## src/rtl/mem_arb_pkg.sv

```systemverilog
// Shared types and constants for the memory refill arbiter.
//   - arb_state_e : arbiter FSM states
//   - REQ_ICACHE / REQ_DCACHE : requester indices into req_read / req_valid
//   - default geometry (32-bit address, 64-byte line, 64-bit beat) and
//     helpers that derive line/beat/offset sizes from any geometry
package mem_arb_pkg;

    typedef enum logic [1:0] {
        IDLE    = 2'd0,
        ISSUE   = 2'd1,
        COLLECT = 2'd2,
        DELIVER = 2'd3
    } arb_state_e;

    localparam int REQ_ICACHE = 0;
    localparam int REQ_DCACHE = 1;

    localparam int ADDR_WIDTH_DEF = 32;
    localparam int LINE_BYTES_DEF = 64;
    localparam int BEAT_WIDTH_DEF = 64;

    function automatic int line_bits_of(input int line_bytes);
        return line_bytes * 8;
    endfunction

    function automatic int beats_of(input int line_bytes, input int beat_width);
        return (line_bytes * 8) / beat_width;
    endfunction

    localparam int LINE_BITS   = line_bits_of(LINE_BYTES_DEF);
    localparam int BEATS       = beats_of(LINE_BYTES_DEF, BEAT_WIDTH_DEF);
    localparam int OFFSET_BITS = $clog2(LINE_BYTES_DEF);

endpackage

```

## src/rtl/mem_refill_arbiter_line_assembler.sv

```systemverilog
// line_assembler: collects memory response beats into one cache line.
//   clk, rst_n  : clock, async active-low reset
//   clear       : restart at beat 0 (asserted on the read-command handshake)
//   beat_valid  : beat_data is a valid beat to store
//   beat_data   : response beat, lowest address first
//   line        : assembled line; holds until a later beat overwrites it
//   last_beat   : the next stored beat completes the line
module line_assembler
    import mem_arb_pkg::*;
#(
    parameter int N_BEATS    = BEATS,
    parameter int BEAT_WIDTH = BEAT_WIDTH_DEF
) (
    input  logic                          clk,
    input  logic                          rst_n,
    input  logic                          clear,
    input  logic                          beat_valid,
    input  logic [BEAT_WIDTH-1:0]         beat_data,
    output logic [N_BEATS*BEAT_WIDTH-1:0] line,
    output logic                          last_beat
);

    localparam int CNT_W = (N_BEATS > 1) ? $clog2(N_BEATS) : 1;

    logic [CNT_W-1:0]              beat_cnt_q, beat_cnt_d;
    logic [N_BEATS*BEAT_WIDTH-1:0] line_q, line_d;

    assign last_beat = (beat_cnt_q == CNT_W'(N_BEATS - 1));
    assign line      = line_q;

    always_comb begin
        beat_cnt_d = beat_cnt_q;
        line_d     = line_q;
        if (clear) begin
            beat_cnt_d = '0;
        end else if (beat_valid) begin
            line_d[beat_cnt_q*BEAT_WIDTH +: BEAT_WIDTH] = beat_data;
            beat_cnt_d = last_beat ? '0 : beat_cnt_q + 1'b1;
        end
    end

    always_ff @(posedge clk or negedge rst_n) begin
        if (!rst_n) begin
            beat_cnt_q <= '0;
            line_q     <= '0;
        end else begin
            beat_cnt_q <= beat_cnt_d;
            line_q     <= line_d;
        end
    end

endmodule

```

## src/rtl/mem_refill_arbiter.sv

```systemverilog
// mem_refill_arbiter: shares one memory read port between icache and dcache
// line refills, round-robin when both miss at once.
//   clk, rst_n      : clock, async active-low reset
//   req_read[1:0]   : refill request (0=icache, 1=dcache), held until req_valid
//   req_addr        : miss address per requester, [i*ADDR_WIDTH +: ADDR_WIDTH]
//   req_data        : assembled line, shared by both requesters
//   req_valid[1:0]  : one-cycle pulse, req_data valid for that requester
//   mem_req_valid/ready/addr : line-aligned read command handshake
//   mem_rsp_valid/data       : response beats, no backpressure
//   busy            : FSM not in IDLE
//   rsp_err         : sticky, a beat arrived outside COLLECT
//
//   state   | meaning
//   IDLE    | wait for a request; grant and latch the aligned address
//   ISSUE   | hold the read command until memory accepts it
//   COLLECT | store BEATS response beats into the line register
//   DELIVER | one cycle: pulse req_valid if the winner still wants the line
module mem_refill_arbiter
    import mem_arb_pkg::*;
#(
    parameter int ADDR_WIDTH = ADDR_WIDTH_DEF,
    parameter int LINE_BYTES = LINE_BYTES_DEF,
    parameter int BEAT_WIDTH = BEAT_WIDTH_DEF
) (
    input  logic                    clk,
    input  logic                    rst_n,
    input  logic [1:0]              req_read,
    input  logic [2*ADDR_WIDTH-1:0] req_addr,
    output logic [LINE_BYTES*8-1:0] req_data,
    output logic [1:0]              req_valid,
    output logic                    mem_req_valid,
    input  logic                    mem_req_ready,
    output logic [ADDR_WIDTH-1:0]   mem_req_addr,
    input  logic                    mem_rsp_valid,
    input  logic [BEAT_WIDTH-1:0]   mem_rsp_data,
    output logic                    busy,
    output logic                    rsp_err
);

    localparam int NB  = beats_of(LINE_BYTES, BEAT_WIDTH);
    localparam int OFS = $clog2(LINE_BYTES);
    localparam logic [ADDR_WIDTH-1:0] ALIGN_MASK = {{(ADDR_WIDTH-OFS){1'b1}}, {OFS{1'b0}}};

    arb_state_e            state_q, state_d;
    logic                  grant_q, grant_d;
    logic                  last_grant_q, last_grant_d;
    logic [ADDR_WIDTH-1:0] addr_q, addr_d;
    logic                  rsp_err_q, rsp_err_d;
    logic                  mem_req_valid_q, mem_req_valid_d;
    logic                  busy_q, busy_d;

    logic asm_clear, asm_beat, asm_last;

    assign asm_clear = (state_q == ISSUE) && mem_req_ready;
    assign asm_beat  = (state_q == COLLECT) && mem_rsp_valid;

    line_assembler #(
        .N_BEATS    (NB),
        .BEAT_WIDTH (BEAT_WIDTH)
    ) u_line_assembler (
        .clk        (clk),
        .rst_n      (rst_n),
        .clear      (asm_clear),
        .beat_valid (asm_beat),
        .beat_data  (mem_rsp_data),
        .line       (req_data),
        .last_beat  (asm_last)
    );

    always_comb begin
        state_d      = state_q;
        grant_d      = grant_q;
        last_grant_d = last_grant_q;
        addr_d       = addr_q;
        req_valid    = 2'b00;
        // Beats outside COLLECT are dropped; only the error flag records them.
        rsp_err_d    = rsp_err_q | (mem_rsp_valid && (state_q != COLLECT));

        case (state_q)
            IDLE: begin
                if (|req_read) begin
                    if (req_read == 2'b11) grant_d = ~last_grant_q;
                    else                   grant_d = req_read[REQ_DCACHE];
                    addr_d = (grant_d ? req_addr[ADDR_WIDTH +: ADDR_WIDTH]
                                      : req_addr[0 +: ADDR_WIDTH]) & ALIGN_MASK;
                    state_d = ISSUE;
                end
            end
            ISSUE: begin
                if (mem_req_ready) state_d = COLLECT;
            end
            COLLECT: begin
                if (asm_beat && asm_last) state_d = DELIVER;
            end
            DELIVER: begin
                // A requester that withdrew gets no pulse; the slot still counts for round-robin.
                req_valid[grant_q] = req_read[grant_q];
                last_grant_d       = grant_q;
                state_d            = IDLE;
            end
            default: state_d = IDLE;
        endcase

        mem_req_valid_d = (state_d == ISSUE);
        busy_d          = (state_d != IDLE);
    end

    always_ff @(posedge clk or negedge rst_n) begin
        if (!rst_n) begin
            state_q         <= IDLE;
            grant_q         <= 1'b0;
            last_grant_q    <= 1'b1;
            addr_q          <= '0;
            rsp_err_q       <= 1'b0;
            mem_req_valid_q <= 1'b0;
            busy_q          <= 1'b0;
        end else begin
            state_q         <= state_d;
            grant_q         <= grant_d;
            last_grant_q    <= last_grant_d;
            addr_q          <= addr_d;
            rsp_err_q       <= rsp_err_d;
            mem_req_valid_q <= mem_req_valid_d;
            busy_q          <= busy_d;
        end
    end

    assign mem_req_valid = mem_req_valid_q;
    assign mem_req_addr  = addr_q;
    assign busy          = busy_q;
    assign rsp_err       = rsp_err_q;

endmodule

```

## config.mk

```make
export PLATFORM = sky130hd
export DESIGN_NAME = mem_refill_arbiter
export DESIGN_NICKNAME = d
export VERILOG_FILES = /design/src/rtl/mem_arb_pkg.sv /design/src/rtl/mem_refill_arbiter_line_assembler.sv /design/src/rtl/mem_refill_arbiter.sv
export SDC_FILE = /design/constraint.sdc
export NUM_CORES = 1
export LEC_CHECK = 0
export ABC_AREA = 1
export BUFFER_PORTS_ARGS = -buffer_cell sky130_fd_sc_hd__buf_2
export CAP_MARGIN = 20
export CORE_AREA = 2 2 266 268
export DETAILED_ROUTE_END_ITERATION = 10
export DIE_AREA = 0 0 268 270
export GPL_ROUTABILITY_DRIVEN = 0
export SETUP_SLACK_MARGIN = 0.05
export SYNTH_ARGS = -nofsm -noshare
export SYNTH_HDL_FRONTEND = slang
export SYNTH_HIERARCHICAL = 1
export SYNTH_SLANG_ARGS = --single-unit
```

## constraint.sdc

```tcl
create_clock -name clk -period 5.18 [get_ports clk]
set_input_delay 0.518 -clock clk [delete_from_list [all_inputs] [get_ports clk]]
set_output_delay 0.518 -clock clk [all_outputs]
set_load 0.05 [all_outputs]
```

==> impl_metrics.ini <==
[cts]
clock_latency_ns = 0.63
ctsRootBufferMaster = clkbuf_16
cts_buffers = 60
cts_setup_buffers = 0
cts_tree = built
htreeDepth = 2
cts.clk_slew.worst_paths_ns = 0.06
clockBufferDepth = 3
cts.sinks = 548

[cells_and_area]
final_util_pct = 41.6
num-nets-final = 3228
area_growth_pct = 25.1
diodes = 0
layout-drive-gt1-share_pct = 26.1
final_cells = 4076

[worst_setup_path]
path_class = flip-flop to flip-flop
crit_path_top_delay_cell = nand2_4
path_common_cell = nand2_1
critPathMaxFanout = 67
crit_path_start_kind = flip-flop
crit_path_end_kind = flip-flop
max_stage_delay_ns = 0.77
path_buf_inv = 2
arrival_ns = 4.47
required_ns = 5.67
path_cells = inv_6, ha_4, ha_1, inv_2, nand3_1, nor2_4, nand2_4, nand2_1, nand2_1
r2r_setup_slack_ns = 1.21
critPathTopFamily = simple AND/OR/NAND/NOR gates

[grt]
gr-usage-all-layers_pct = 23.7
grt_max_degree = 150
overflow = 0
grt_pass1_wl_um = 132000
grt_pass1_vias = 20300
grt_antenna_before_repair = 1

[drt]
viasPerCell = 5.15
vias = 21000
drtAntennaViolNets = 0
drcViolationCount = 0
wl_per_cell_um = 21.5
drt-total-wl_um = 87800
first_iter_violations = 1638
firstDrtPassIters = 7

[synthesis]
synthAdderAreaFrac_pct = 0.379
yosysWarnings = 6
synth_cells = 2559
synth_top_area_cell = dfrtp_1
synth.cell_area_sq_um = 23100
synthDominantCellAreaShare_pct = 59.2
ys_seq_area_share_pct = 59.3
syn_avg_cell_area_sq_um = 9.04
synth_mux_area_share_pct = 0
synth-simple-area-share_pct = 27.7
ys_seq_elements = 548
yosysUniqueCellTypes = 27
synth_compound_area_share_pct = 7.08
synth_top_family_by_area = simple AND/OR/NAND/NOR gates
netlist_top_cells_area = dfrtp_1 (59%), nand2_1 (14%), o21ai_1 (6.8%)
synth-xor-area-share_pct = 0

[floorplanning]
row_count = 97
coreArea_sq_um = 69500
io_pins = 683
dieArea_sq_um = 72400
start_util_pct = 33.3
dieHeight_um = 270
die_x_um = 268

[power_and_ir_drop]
power_frac_seq_pct = 32.9
power_density_nw_per_um2 = 578
pwr-share-clk_pct = 26.4
swShare_pct = 47.0
p_total_uw = 16700
peakVddDrop_uv = 479
combPwrFrac_pct = 40.7
leakage_uw = 0.0152
p_int_uw = 8850
switching_power_uw = 7860

[timing]
finalSetupViolations = 0
slew_headroom_pct = 31.8
hold_viol = 0
period_needed_ns = 3.97
slew_viol_final = 0
fmax_mhz = 252
rsz0062_at_grt = false
finalCritPeriodShare_pct = 76.7
final.setup.tns_ns = 0
fin_worst_skew_ns = 0.0307
holdWs_ns = 0.154
tightest_slew_ns = 1.02

[placement]
dp_hpwl_um = 55100
port_buffers = 664
dp_cells = 3964

[hold_path]
hp-class = input port to flip-flop

[outcome]
status = complete, no violations

[flow_run]
maxCapViolCount = 0
## layer usage
metal	GRT usage [%]	share of wire (%)	routed length (um)	up-vias
li1	-	-	-	9678
met3	5.83	7.7	6760	174
met4	9.20	4.0	3500	0
met5	0	0	0	-
met1	31.1	42	36600	10300
met2	37.8	47	40900	882
## worst register-to-register path, cell delays in order, from the launching register on
cell and delay (ns):
dfrtp_4 0.65, inv_6 0.58, ha_4 0.27, ha_1 0.35, inv_2 0.17, nand3_1 0.13, nor2_4 0.60, nand2_4 0.77
nand2_1 0.28, nand2_1 0.07
## logic make-up (layout without fill, tap and decap cells)
family	after synthesis	after routing
other cells	1	6
simple gates	1423	1423
buf+inv	254	826
compound gates	326	326
fa+ha+maj	7	7
flops	548	548
## registers in the layout, summed over array words and instances, names as in the netlist
| register | flops |
|---|---|
| mem_req_addr | 26 |
| last_grant_q | 1 |
| rsp_err | 1 |
| u_line_assembler/line | 512 |
| mem_req_valid | 1 |
| u_line_assembler/beat_cnt_q | 3 |
| grant_q | 1 |
| state_q | 2 |
| busy | 1 |
## synth_stat cells
library cell,number
ha_1,7
buf_6,10
nand2_1,853
conb_1,1
nor3_1,1
buf_1,6
inv_4,1
nand2_2,4
nor2_2,1
or2_2,1
nor2_1,75
nand3_1,225
dfstp_2,1
inv_1,17
clkbuf_1,48
a21oi_2,1
buf_4,18
nand2_4,2
o21ai_1,313
inv_2,4
o21ai_0,11
buf_2,150
nand4_1,194
nand3b_1,65
dfrtp_1,547
a21o_1,1
nand3_2,2
## layout make-up
cell class                 instances  area [sq um]
clock buffer                      95          1820
clock inverter                    16           210
fill                            7011         40600
inverter                          22           100
multi-input combinational       1762          8260
sequential                       548         13700
tap                              940          1180
timing repair buffer             693          3650
## what timing repair did
action,CTS,global route
hold buffers,1,0
endpoints found under the hold margin,90,0
resized for setup,0,0
## placed cells by master, fill, tap and decap left out, types with 16 or more instances in the layout
| cell | netlist | layout |
|---|---|---|
| nand4_1 | 194 | 194 |
| clkbuf_8 | 0 | 19 |
| nand2_1 | 853 | 848 |
| buf_2 | 150 | 663 |
| o21ai_1 | 313 | 313 |
| buf_4 | 18 | 21 |
| clkbuf_1 | 48 | 16 |
| dfrtp_1 | 547 | 546 |
| nand3b_1 | 65 | 65 |
| clkbuf_16 | 0 | 60 |
| nand3_1 | 225 | 223 |
| nor2_1 | 75 | 72 |
## stage by stage
stage | worst slack [ns] | cell area (sq um)
after floorplan | 2.91 | 23100
final | 1.21 | 28900
after global routing | 0.930 | 28900
after detailed placement | 1.17 | 26900
after CTS | 1.15 | 28900
after global placement | 1.22 | 26900
## power by group through the flow
stage                     Sequential (uW)  Clock [uW]  Combinational, uW
after floorplan                      8170           0               2140
after global placement               5550           0               6770
after detailed placement             5550           0               6810
after CTS                            5500        4510               6810
after global routing                 5600        4690               7170
final                                5500        4410               6800
## path summary, 6_finish.rpt
kind / startpoint / to / cells past startpoint
max in group asynchronous: rst_n / u_line_assembler/line[353] / 3
worst min-delay path: mem_rsp_valid / rsp_err / 2
worst min register to register: rsp_err / rsp_err / 1
worst max-delay path: u_line_assembler/beat_cnt_q[0] / u_line_assembler/line[26] / 9
worst max register to register: u_line_assembler/beat_cnt_q[0] / u_line_assembler/line[26] / 9
min in group asynchronous: rst_n / mem_req_addr[20] / 2
(Power assumes the default switching activity.)
